===== src/rtl/debug_reg_dumper.sv =====
// debug_reg_dumper: walks the register-file debug port x0..x31 on request and
// streams each word MSB byte first as 8N1 UART bytes, preceded by SYNC_BYTE.
// Optional build macro: DUMP_PC_EN inserts the program counter word between the
// sync byte and x0.
module debug_reg_dumper #(
    parameter int unsigned CLKS_PER_BIT = 868,
    parameter logic [7:0]  SYNC_BYTE    = 8'hA5
) (
    input  logic        clk,
    input  logic        reset,
    input  logic        start,
    input  logic [31:0] Debug_out,
    input  logic [31:0] PC,
    output logic [4:0]  Debug_Source_select,
    output logic        tx,
    output logic        busy,
    output logic        done
);

    localparam int unsigned CntW = (CLKS_PER_BIT > 1) ? $clog2(CLKS_PER_BIT) : 1;
    localparam logic [CntW-1:0] CntMax = CntW'(CLKS_PER_BIT - 1);

    typedef enum logic [1:0] {StIdle, StStart, StData, StStop} state_e;

    state_e          state_q, state_d;
    logic [CntW-1:0] bit_cnt_q, bit_cnt_d;
    logic [2:0]      bit_idx_q, bit_idx_d;
    logic [1:0]      byte_idx_q, byte_idx_d;
    logic [4:0]      word_idx_q, word_idx_d;
    logic            sync_q, sync_d;      // current byte is the frame header
    logic [7:0]      byte_q, byte_d;      // byte on the wire
    logic [31:0]     word_q, word_d;      // snapshot of the word being sent
    logic [4:0]      sel_q, sel_d;
    logic            done_q, done_d;
    logic            bit_end;

`ifdef DUMP_PC_EN
    logic            pc_slot_q, pc_slot_d;
`else
    logic            unused_pc;
    assign unused_pc = ^PC;
`endif

    assign bit_end = (bit_cnt_q == CntMax);

    // Next-state: bit timing, byte sequencing and word capture
    always_comb begin
        state_d    = state_q;
        bit_cnt_d  = bit_cnt_q;
        bit_idx_d  = bit_idx_q;
        byte_idx_d = byte_idx_q;
        word_idx_d = word_idx_q;
        sync_d     = sync_q;
        byte_d     = byte_q;
        word_d     = word_q;
        sel_d      = sel_q;
        done_d     = 1'b0;
`ifdef DUMP_PC_EN
        pc_slot_d  = pc_slot_q;
`endif
        unique case (state_q)
            StIdle: begin
                if (start) begin
                    state_d    = StStart;
                    byte_d     = SYNC_BYTE;
                    sync_d     = 1'b1;
                    bit_cnt_d  = '0;
                    bit_idx_d  = '0;
                    byte_idx_d = '0;
                    word_idx_d = '0;
                end
            end
            StStart: begin
                if (bit_end) begin
                    bit_cnt_d = '0;
                    state_d   = StData;
                end else begin
                    bit_cnt_d = bit_cnt_q + 1'b1;
                end
            end
            StData: begin
                if (bit_end) begin
                    bit_cnt_d = '0;
                    if (bit_idx_q == 3'd7) begin
                        bit_idx_d = '0;
                        state_d   = StStop;
                        // Present the next word's index a full stop bit before capture
                        if (!sync_q && byte_idx_q == 2'd3 && word_idx_q != 5'd31
`ifdef DUMP_PC_EN
                            && !pc_slot_q
`endif
                        ) begin
                            sel_d = word_idx_q + 5'd1;
                        end
                    end else begin
                        bit_idx_d = bit_idx_q + 3'd1;
                    end
                end else begin
                    bit_cnt_d = bit_cnt_q + 1'b1;
                end
            end
            StStop: begin
                if (bit_end) begin
                    bit_cnt_d = '0;
                    state_d   = StStart;
                    if (sync_q) begin
                        sync_d = 1'b0;
`ifdef DUMP_PC_EN
                        pc_slot_d = 1'b1;
                        byte_d    = PC[31:24];
                        word_d    = PC;
`else
                        byte_d    = Debug_out[31:24];
                        word_d    = Debug_out;
`endif
                    end else if (byte_idx_q != 2'd3) begin
                        byte_idx_d = byte_idx_q + 2'd1;
                        case (byte_idx_q)
                            2'd0:    byte_d = word_q[23:16];
                            2'd1:    byte_d = word_q[15:8];
                            default: byte_d = word_q[7:0];
                        endcase
`ifdef DUMP_PC_EN
                    end else if (pc_slot_q) begin
                        pc_slot_d  = 1'b0;
                        byte_idx_d = '0;
                        byte_d     = Debug_out[31:24];
                        word_d     = Debug_out;
`endif
                    end else if (word_idx_q != 5'd31) begin
                        word_idx_d = word_idx_q + 5'd1;
                        byte_idx_d = '0;
                        byte_d     = Debug_out[31:24];
                        word_d     = Debug_out;
                    end else begin
                        state_d    = StIdle;
                        done_d     = 1'b1;
                        sel_d      = '0;
                        word_idx_d = '0;
                        byte_idx_d = '0;
                    end
                end else begin
                    bit_cnt_d = bit_cnt_q + 1'b1;
                end
            end
            default: state_d = StIdle;
        endcase
    end

    // Line driver: idle/stop high, start low, data LSB first
    always_comb begin
        tx = 1'b1;
        unique case (state_q)
            StStart: tx = 1'b0;
            StData:  tx = byte_q[bit_idx_q];
            default: tx = 1'b1;
        endcase
        busy                = (state_q != StIdle);
        done                = done_q;
        Debug_Source_select = sel_q;
    end

    // State register with synchronous reset
    always_ff @(posedge clk) begin
        if (reset) begin
            state_q    <= StIdle;
            bit_cnt_q  <= '0;
            bit_idx_q  <= '0;
            byte_idx_q <= '0;
            word_idx_q <= '0;
            sync_q     <= 1'b0;
            byte_q     <= '0;
            word_q     <= '0;
            sel_q      <= '0;
            done_q     <= 1'b0;
`ifdef DUMP_PC_EN
            pc_slot_q  <= 1'b0;
`endif
        end else begin
            state_q    <= state_d;
            bit_cnt_q  <= bit_cnt_d;
            bit_idx_q  <= bit_idx_d;
            byte_idx_q <= byte_idx_d;
            word_idx_q <= word_idx_d;
            sync_q     <= sync_d;
            byte_q     <= byte_d;
            word_q     <= word_d;
            sel_q      <= sel_d;
            done_q     <= done_d;
`ifdef DUMP_PC_EN
            pc_slot_q  <= pc_slot_d;
`endif
        end
    end

endmodule


===== config.mk =====
export PLATFORM = sky130hd
export DESIGN_NAME = debug_reg_dumper
export DESIGN_NICKNAME = d
export VERILOG_FILES = /design/src/rtl/debug_reg_dumper.sv
export SDC_FILE = /design/constraint.sdc
export NUM_CORES = 1
export LEC_CHECK = 0
export ABC_AREA = 1
export CORE_ASPECT_RATIO = 0.9
export CORE_MARGIN = 2
export CORE_UTILIZATION = 25
export CTS_CLUSTER_DIAMETER = 100
export CTS_CLUSTER_SIZE = 30
export DETAILED_ROUTE_END_ITERATION = 10
export GPL_ROUTABILITY_DRIVEN = 0
export GPL_TIMING_DRIVEN = 0
export MAX_ROUTING_LAYER = met4
export PLACE_DENSITY = 0.59
export SYNTH_ARGS = -nofsm -noshare
export SYNTH_HDL_FRONTEND = slang
export SYNTH_SLANG_ARGS = --single-unit

===== constraint.sdc =====
create_clock -name clk -period 1.7 [get_ports clk]
set_input_delay 0.34 -clock clk [delete_from_list [all_inputs] [get_ports clk]]
set_output_delay 0.34 -clock clk [all_outputs]
set_load 0.03 [all_outputs]

# ---- Yosys cells after proc, flatten, opt, wreduce, memory -nomap -nowiden
# Index checks and enable logic that the tools add are counted.
# W data, S select, Z words.
dict set report op_classes {
  addsub 4
  mul 0
  div 0
  n_lt_le_gt_ge 1
  n_eq_ne 20
  shift 0
  muxes 52
  bitwise 2
  reduce_logical 20
}
# operator count
set op_table {}
lappend op_table {{$mux W24} 3}
lappend op_table {{$mux W5} 12}
lappend op_table {{$mux W8} 5}
lappend op_table {{$pmux W8 S2} 2}
lappend op_table {{$ne A2 B2 Y1 const B} 11}
lappend op_table {{$mux W10} 2}
lappend op_table {{$pmux W10 S2} 1}
lappend op_table {{$pmux W5 S2} 2}
lappend op_table {{$mux W2} 9}
lappend op_table {{$reduce_and A4 Y1} 3}
lappend op_table {{$add A10 B1 Y10 const B} 1}
lappend op_table {{$eq A10 B10 Y1 const B} 1}
lappend op_table {{$reduce_and A5 Y1} 2}
lappend op_table {{$reduce_bool A2 Y1} 5}
lappend op_table {{$mux W3} 3}
lappend op_table {{$pmux W2 S4} 1}
lappend op_table {{$reduce_and A8 Y1} 1}
lappend op_table {{$mux W1} 7}
lappend op_table {{$eq A2 B2 Y1 const B} 3}
lappend op_table {{$pmux W3 S2} 1}
lappend op_table {{$reduce_and A3 Y1} 2}
lappend op_table {{$add A5 B1 Y5 const B} 1}
lappend op_table {{$ne A5 B5 Y1 const B} 1}
lappend op_table {{$reduce_or A5 Y1} 1}
lappend op_table {{other kinds (14)} 19}
dict set report word_totals {
  regBits 61
  latchBits 0
  ram_bits 0
  rom_bits 0
  input_bits 67
  out_inout_bits 8
  wordCells 109
  mem_count 0
}

# ---- Logic depth before layout (Yosys ltp)
# Gate-level depths: netlist of the first run.
dict set report logic_depth {
  depth_word 7
  depth_mapped 12
  mapped_depth_nobuf 11
}

# ---- Worst setup path after synthesis of the first run
# OpenSTA, ideal clock, no wires.
dict set report synth_timing {
  path_kind {register -> register}
  startpoint {reg state_q[0]}
  endpoint {reg bit_idx_q[1]}
  setup_time_ns 0.129
  arrival_time_ns 1.707
  required_time_ns 1.571
  slack_ns -0.137
  stages_incl_launch_ff 10
  path_buffers 1
  period_less_slack_ns 1.837
  path_cell_list {dfxtp_1 > inv_1 > ha_1 > inv_1 > nor2_1 > buf_2 > nor2_1 > nand2_1 > a21oi_1 > nor3_1}
}
dict set report synth_via {
  elab_chain_len 3
  elab_cells_between_ends 7
  classes_between {eq/ne (3); mux (1); reduce/logical (3)}
}
# element line
set synth_rtl {}
lappend synth_rtl {{from (decl)} 25} ;# state_e state_q, state_d;
lappend synth_rtl {{from (signal assigned)} 166} ;# state_q <= StIdle;
lappend synth_rtl {{from (signal assigned)} 180} ;# state_q <= state_d;
lappend synth_rtl {{$eq A2 B2 Y1 / $logic_not A2 Y1 (equally long branches)} 61} ;# unique case (state_q)
lappend synth_rtl {{$ne A2 B2 Y1 (no source line) / $reduce_bool A2 Y1 (equally long branches)} -}
lappend synth_rtl {{$reduce_and A3 Y1 (no source line)} -}
lappend synth_rtl {{to (signal assigned)} 182} ;# bit_idx_q <= bit_idx_d;
lappend synth_rtl {{to (decl)} 27} ;# logic [2:0] bit_idx_q, bit_idx_d;
# Parallel ways exist; a longest one is shown, timed or not.
# A chain may end at the register's enable or synchronous reset.

# ---- Worst setup path in the final report of the first run
dict set report layout_timing {
  startpoint {reg word_idx_q[0]}
  endpoint {reg word_q[19]}
}
dict set report layout_via {
  elab_chain_len 3
}
# element line
set layout_rtl {}
lappend layout_rtl {{from (decl)} 29} ;# logic [4:0] word_idx_q, word_idx_d;
lappend layout_rtl {{from (signal assigned)} 184} ;# word_idx_q <= word_idx_d;
lappend layout_rtl {{$ne A5 B5 Y1} 130} ;# end else if (word_idx_q != 5'd31) begin
lappend layout_rtl {{$reduce_bool A2 Y1 (no source line)} -}
lappend layout_rtl {{$reduce_and A4 Y1 (no source line)} -}
lappend layout_rtl {{to (signal assigned)} 187} ;# word_q <= word_d;
lappend layout_rtl {{to (decl)} 32} ;# logic [31:0] word_q, word_d;
# No other way between the ends.

==> results of run 1 <==
[cell type report]
type | count | area share
buffer | 14 | 0.0236
clock buffer | 9 | 0.0478
clock inverter | 7 | 0.0117
inverter | 39 | 0.0342
multi-input combinational | 344 | 0.434
sequential | 61 | 0.264
tap | 164 | 0.0435
timing repair buffer | 69 | 0.140
[layer usage]
layer,global-route usage,vias to the layer above,routed length [um]
met1,0.187,1511,4280
met4,0.0674,0,268
li1,-,1660,-
met2,0.234,80,4550
met3,0.0267,23,428
met5,-,-,0
[sequential cells by signal (all words and copies together), names as in the netlist]
signal / count
word_q: 24
bit_cnt_q: 10
byte_q: 8
Debug_Source_select: 5
word_idx_q: 5
bit_idx_q: 3
byte_idx_q: 2
state_q: 2
done: 1
sync_q: 1
[worst register-to-register path, cell delays in order, from the launching register on]
cell     delay (ns)
dfxtp_2        0.33
ha_4           0.17
nand2_4        0.08
nor2_4         0.04
ha_4           0.17
inv_4          0.05
nor2_4         0.04
nor2_4         0.12
nand4_4        0.22
inv_6          0.19
buf_6          0.15
nor2_2         0.04
nor2_1         0.10
[worst paths after layout]
path	from	to	slack (ns)
max reg2reg	word_idx_q[0]$_SDFFE_PP0P_	word_q[19]$_SDFFE_PP0P_	-0.06
min	reset	Debug_Source_select[0]$_SDFFE_PP0P_	0.44
max	word_idx_q[0]$_SDFFE_PP0P_	word_q[19]$_SDFFE_PP0P_	-0.06
min reg2reg	Debug_Source_select[4]$_SDFFE_PP0P_	Debug_Source_select[4]$_SDFFE_PP0P_	0.46
[per-stage QoR]
stage	hold WS, ns	cell area, um^2	power (uW)	cells
floorplan	0.441	3180	3220	463
global placement	0.452	3790	3760	668
detailed placement	0.461	3790	3800	668
CTS	0.432	4500	6000	704
global route	0.482	4710	6660	707
finish	0.436	4710	6260	707
[timing repair]
item	in CTS	in global routing
pin swaps	11	24
buffers inserted	16	9
endpoints found under the setup margin	64	55
resized for setup	100	63
cloned	6	0
hold buffers	0	0
[layout by cell type (no fill, tap or decap), types with 16 or more instances in the layout]
cell             synthesis  layout
a21oi_1                 32      30
buf_4                    0      17
clkdlybuf4s50_1          0      34
dfxtp_1                 61      51
inv_1                   36      32
nand2_1                101      95
nand3_1                 26      23
nor2_1                  93      71
nor2_2                   2      16
o21ai_2                  0      21
[kinds of logic after synthesis]
logic type | after synthesis | share of synthesized area
flops | 61 | 0.385
buf+inv | 58 | 0.0784
simple gates | 246 | 0.329
xor+xnor | 5 | 0.0138
fa+ha+maj | 14 | 0.0552
compound gates | 79 | 0.139
[where the power goes]
part / switching [uW] / internal (uW) / leakage (uW)
logic: 1530 / 1090 / 0.00123
registers: 224 / 1670 / 0.000500
clock network: 745 / 1000 / 0.000133
==> results.md, run 1 <==
- Status: finished, violations left
- Failing checks: negative setup slack
- Mapped Nets: 544
- Worst skew pair latency: 0.34 ns
- Register area share after synthesis: 0.385
- Slew @ Worst Pin: 0.709 ns
- Total negative setup slack: -1.07 ns
- DR vias: 3274
- First-pass GRT wire length: 15.6 mm
- Cell with the most instances after synthesis: nand2_1
- Htree depth: 3
- Max Cap Viol: 0
- FF-to-FF path depth: 12
- Fin util: 0.376
- Total Wirelength: 9.53 mm
- Critical Path Stages: 12
- Highest clock rate: 0.568 GHz
- PnR worst setup slack: -0.0610 ns
- Via-per-instance ratio: 4.63
- Row cnt: 39
- Synthesized netlist cell count: 463
- Largest net degree at the start of global routing: 14
- Multi-input gate area: 0.00205 mm^2
- Yosys top cell by area: dfxtp_1
- CTS tree: done
- Buf/Inv on CP: 3
- Placeable Area: 0.0125 mm^2
- Crit Path Class: register to register
- Fin Clk Skew: 0.0100 ns
- CTS root buf: clkbuf_16
- Setup Viol. Count Final: 30
- DRT Pass-1 Iters: 4
- Critical-path cell list: ha_4 -> nand2_4 -> nor2_4 -> ha_4 -> inv_4 -> nor2_4 -> nor2_4 -> nand4_4 -> inv_6 -> buf_6 -> nor2_2 -> nor2_1
- DRC: 0
- Initial Util: 0.253
- CTS Sinks: 61
- Dpl hpwl: 6.41 mm
- Leakage: 0.00186 uW
- Drt wl/cell: 13.5 um
- Initial antenna violation count: 0
- Avg Inst Size Synth: 6.86 um^2
- Clock buffer depth: 2
- Min-Delay Path Depth: 2
- Max_slew headroom: 0.527
- Final period utilization: 1.04
- Area grow syn2layout: 48.5%
- Crit. End Element: register
- I/O pin cnt: 75
- Distinct cells, synth: 37
- CP Max Fanout: 7
- Req. time, crit path: 1.97 ns
- Die area: 0.0136 mm^2
- Largest cells by area after synthesis: dfxtp_1 (38%), nand2_1 (12%), nor2_1 (11%)
- Most used cell, CP: nor2_4
- CP delay by family, top: simple AND/OR/NAND/NOR gates
- Register area: 0.00125 mm^2
- Final hold viol count: 0
- Die X: 123 um
- Die Height: 111 um
- Synth top cells by count: nand2_1 (101), nor2_1 (93), dfxtp_1 (61)
- CP max stage delay: 0.33 ns
- DR iter-0 viols: 185
- # fillers: 1257
- Nets@finish: 619
- # port buffers: 41
- RSZ-0062 raised after global routing: true
- Number of synthesized flops with an enable pin: 0
- PwrDens: 1330 mW/mm^2
- FF+latch count, synth: 61
- Slowest cell on the critical path: dfxtp_2
- Synthesized cell area: 0.00318 mm^2
- Grt ovf: 0
- Critical Path Start Type: register
- Final Max Slew Viols: 0
- Critical Path AT: 2.03 ns
- Clk pin slew, worst setup/hold paths: 0.06 ns
- Vias in the first global route: 3316
- FFs w/ async S/R, synth: 0
- Number of diodes: 0
- Worst hold path type: input pin to register
- Routed Antenna Nets: 0
- TritonCTS Buffers: 9
- Main synth FF type: dfxtp_1
- GR Util All Layers: 0.150
- Yosys top cell area share: 0.385
- Ys Warns: 0
- VDD IR max: 0.476 mV
- Layout cells sized above 1: 0.273
- Crit path time final: 1.76 ns
- Pre-CTS setup slack: -0.704 ns
Power figures use the tool's default switching activity.
==> run 2, diff against run 1 <==
--- a/config.mk
+++ b/config.mk
@@ -9,6 +9,7 @@
 export CORE_ASPECT_RATIO = 0.9
 export CORE_MARGIN = 2
 export CORE_UTILIZATION = 25
+export CTS_BUF_LIST = sky130_fd_sc_hd__clkbuf_4
 export CTS_CLUSTER_DIAMETER = 100
 export CTS_CLUSTER_SIZE = 30
 export DETAILED_ROUTE_END_ITERATION = 10
==> results.md, run 2 (synthesized netlist as in run 1, its figures left out) <==
- # port buffers: 41 (unchanged)
- Vias in the first global route: 3263 (was 3316)
- Final Max Slew Viols: 0 (unchanged)
- Row cnt: 39 (unchanged)
- RSZ-0062 raised after global routing: true (unchanged)
- Critical Path AT: 1.55 ns (was 2.03 ns)
- Crit. End Element: output port (was register)
- Crit path time final: 1.89 ns (was 1.76 ns)
- Initial Util: 0.253 (unchanged)
- Nets@finish: 633 (was 619)
- Worst hold path type: input pin to register (unchanged)
- PnR worst setup slack: -0.188 ns (was -0.0610 ns)
- DRC: 0 (unchanged)
- Slew @ Worst Pin: 0.726 ns (was 0.709 ns)
- Area grow syn2layout: 56.8% (was 48.5%)
- TritonCTS Buffers: 9 (unchanged)
- Die Height: 111 um (unchanged)
- DR vias: 3396 (was 3274)
- CP Max Fanout: 4 (was 7)
- DR iter-0 viols: 267 (was 185)
- Critical Path Start Type: register (unchanged)
- Met2 Wirelength: 5.04 mm (was 4.55 mm)
- Total Wirelength: 9.94 mm (was 9.53 mm)
- Detail Route met3 WL: 335 um (was 428 um)
- CTS Sinks: 61 (unchanged)
- Req. time, crit path: 1.36 ns (was 1.97 ns)
- Status: finished, violations left (unchanged)
- Leakage: 0.00191 uW (was 0.00186 uW)
- Biggest regs: word_q (24), bit_cnt_q (10), byte_q (8) (unchanged)
- PwrDens: 1220 mW/mm^2 (was 1330 mW/mm^2)
- Most flops, register: word_q (unchanged)
- Drt wl/cell: 13.8 um (was 13.5 um)
- Top layer in use: met4 (unchanged)
- I/O pin cnt: 75 (unchanged)
- M1 WL: 4.36 mm (was 4.28 mm)
- First-pass GRT wire length: 15.6 mm (about the same)
- Max Cap Viol: 0 (unchanged)
- Layout cells sized above 1: 0.361 (was 0.273)
- GR Util All Layers: 0.150 (unchanged)
- Initial antenna violation count: 1 (was 0)
- Worst skew pair latency: 0.45 ns (was 0.34 ns)
- # fillers: 1239 (was 1257)
- DRT Pass-1 Iters: 5 (was 4)
- Clock buffer depth: 2 (unchanged)
- Die area: 0.0136 mm^2 (unchanged)
- CTS tree: done (unchanged)
- Hold_buf cts: 0 (unchanged)
- Die X: 123 um (unchanged)
- Setup Viol. Count Final: 39 (was 30)
- Final period utilization: 1.11 (was 1.04)
- Dpl hpwl: 6.41 mm (unchanged)
- Multi-input gate area: 0.00231 mm^2 (was 0.00205 mm^2)
- Register area: 0.00124 mm^2 (was 0.00125 mm^2)
- Most frequent cells in the layout: nand2_1 (83), dfxtp_1 (51), nor2_1 (51) (was nand2_1 (95), nor2_1 (71), dfxtp_1 (51))
- Htree depth: 3 (unchanged)
- Via-per-instance ratio: 4.70 (was 4.63)
- Max reg flops: 24 (unchanged)
- Highest clock rate: 0.530 GHz (was 0.568 GHz)
- Tot Pwr: 6070 uW (was 6260 uW)
- Placeable Area: 0.0125 mm^2 (unchanged)
- Failing checks: negative setup slack (unchanged)
- Final hold viol count: 0 (unchanged)
- Pre-CTS setup slack: -0.704 ns (unchanged)
- Max_slew headroom: 0.516 (was 0.527)
- Crit Path Class: register to output port (was register to register)
- VDD IR max: 0.452 mV (was 0.476 mV)
- Most common cell after layout, fill and taps aside: nand2_1 (unchanged)
- Grt ovf: 0 (unchanged)
- Largest net degree at the start of global routing: 14 (unchanged)
- Routed Antenna Nets: 0 (unchanged)
- CTS root buf: clkbuf_4 (was clkbuf_16)
- Fin Clk Skew: 0.0330 ns (was 0.0100 ns)
- Clk pin slew, worst setup/hold paths: 0.12 ns (was 0.06 ns)
run 2: cell types whose count changed in the layout (fill, tap and decap cells not counted), sizes merged:
cell	change
diode	+1
buf	+15
clkinvlp	+1
clkbuf	-1
inv	-2
clkinv	+1
clkdlybuf4s50	-1
dlygate4sd2	+1
run 2: path summary, 6_finish.rpt:
kind                                                          start                                  end  slack, ns  depth (start not counted)
worst max-delay path                        state_q[0]$_SDFFE_PP0P_                                   tx      -0.19                          5
worst min-delay path                                          reset  Debug_Source_select[0]$_SDFFE_PP0P_       0.33                          2
worst max register to register           word_idx_q[0]$_SDFFE_PP0P_              word_q[18]$_SDFFE_PP0P_      -0.11                         12
worst min register to register  Debug_Source_select[1]$_SDFFE_PP0P_  Debug_Source_select[1]$_SDFFE_PP0P_       0.48                          2
run 2: routing by layer:
layer / GRT usage / vias to the layer above
met2: 0.245 / 72
met4: 0.0598 / 0
met5: - / -
met1: 0.184 / 1625
li1: - / 1680
met3: 0.0221 / 19
run 2: cell type report:
class | count | share of cell area
Buffer | 15 | 0.0269
Antenna cell | 1 | 0.000503
Multi-Input combinational cell | 344 | 0.463
Clock buffer | 9 | 0.0136
Sequential cell | 61 | 0.250
Tap cell | 164 | 0.0412
Clock inverter | 7 | 0.0111
Inverter | 39 | 0.0322
Timing Repair Buffer | 82 | 0.162
run 2: where the power goes:
| part | total [uW] | switching [uW] | internal, uW | leakage (uW) |
|---|---|---|---|---|
| clock | 959 | 642 | 316 | 0.0000637 |
| sequential | 1860 | 194 | 1660 | 0.000500 |
| combinational | 3260 | 1820 | 1440 | 0.00135 |
| total | 6070 | 2660 | 3420 | 0.00191 |
run 2: timing repair:
action	CTS	global route
resized for setup	128	111
setup buffers	23	14
pin swaps	16	44
cloned	6	0
setup endpoints to repair	64	55
run 2: worst max-delay path, cell delays in order (launching register included):
cell        delay [ns]
dfxtp_4           0.40
clkinvlp_4        0.12
ha_4              0.17
or2_4             0.23
nand2_2           0.06
buf_6             0.12
run 2: stage by stage:
step,hold slack [ns],cell area [um^2],instances,TNS (ns),util
2_1_floorplan,0.441,3180,463,0,-
3_3_place_gp,0.452,3790,668,-10.51,0.303
3_5_place_dp,0.461,3790,668,-12.42,0.303
4_1_cts,0.316,4510,711,-2.00,0.359
5_1_grt,0.368,4980,722,-5.23,0.397
6_report,0.333,4980,722,-2.44,0.397
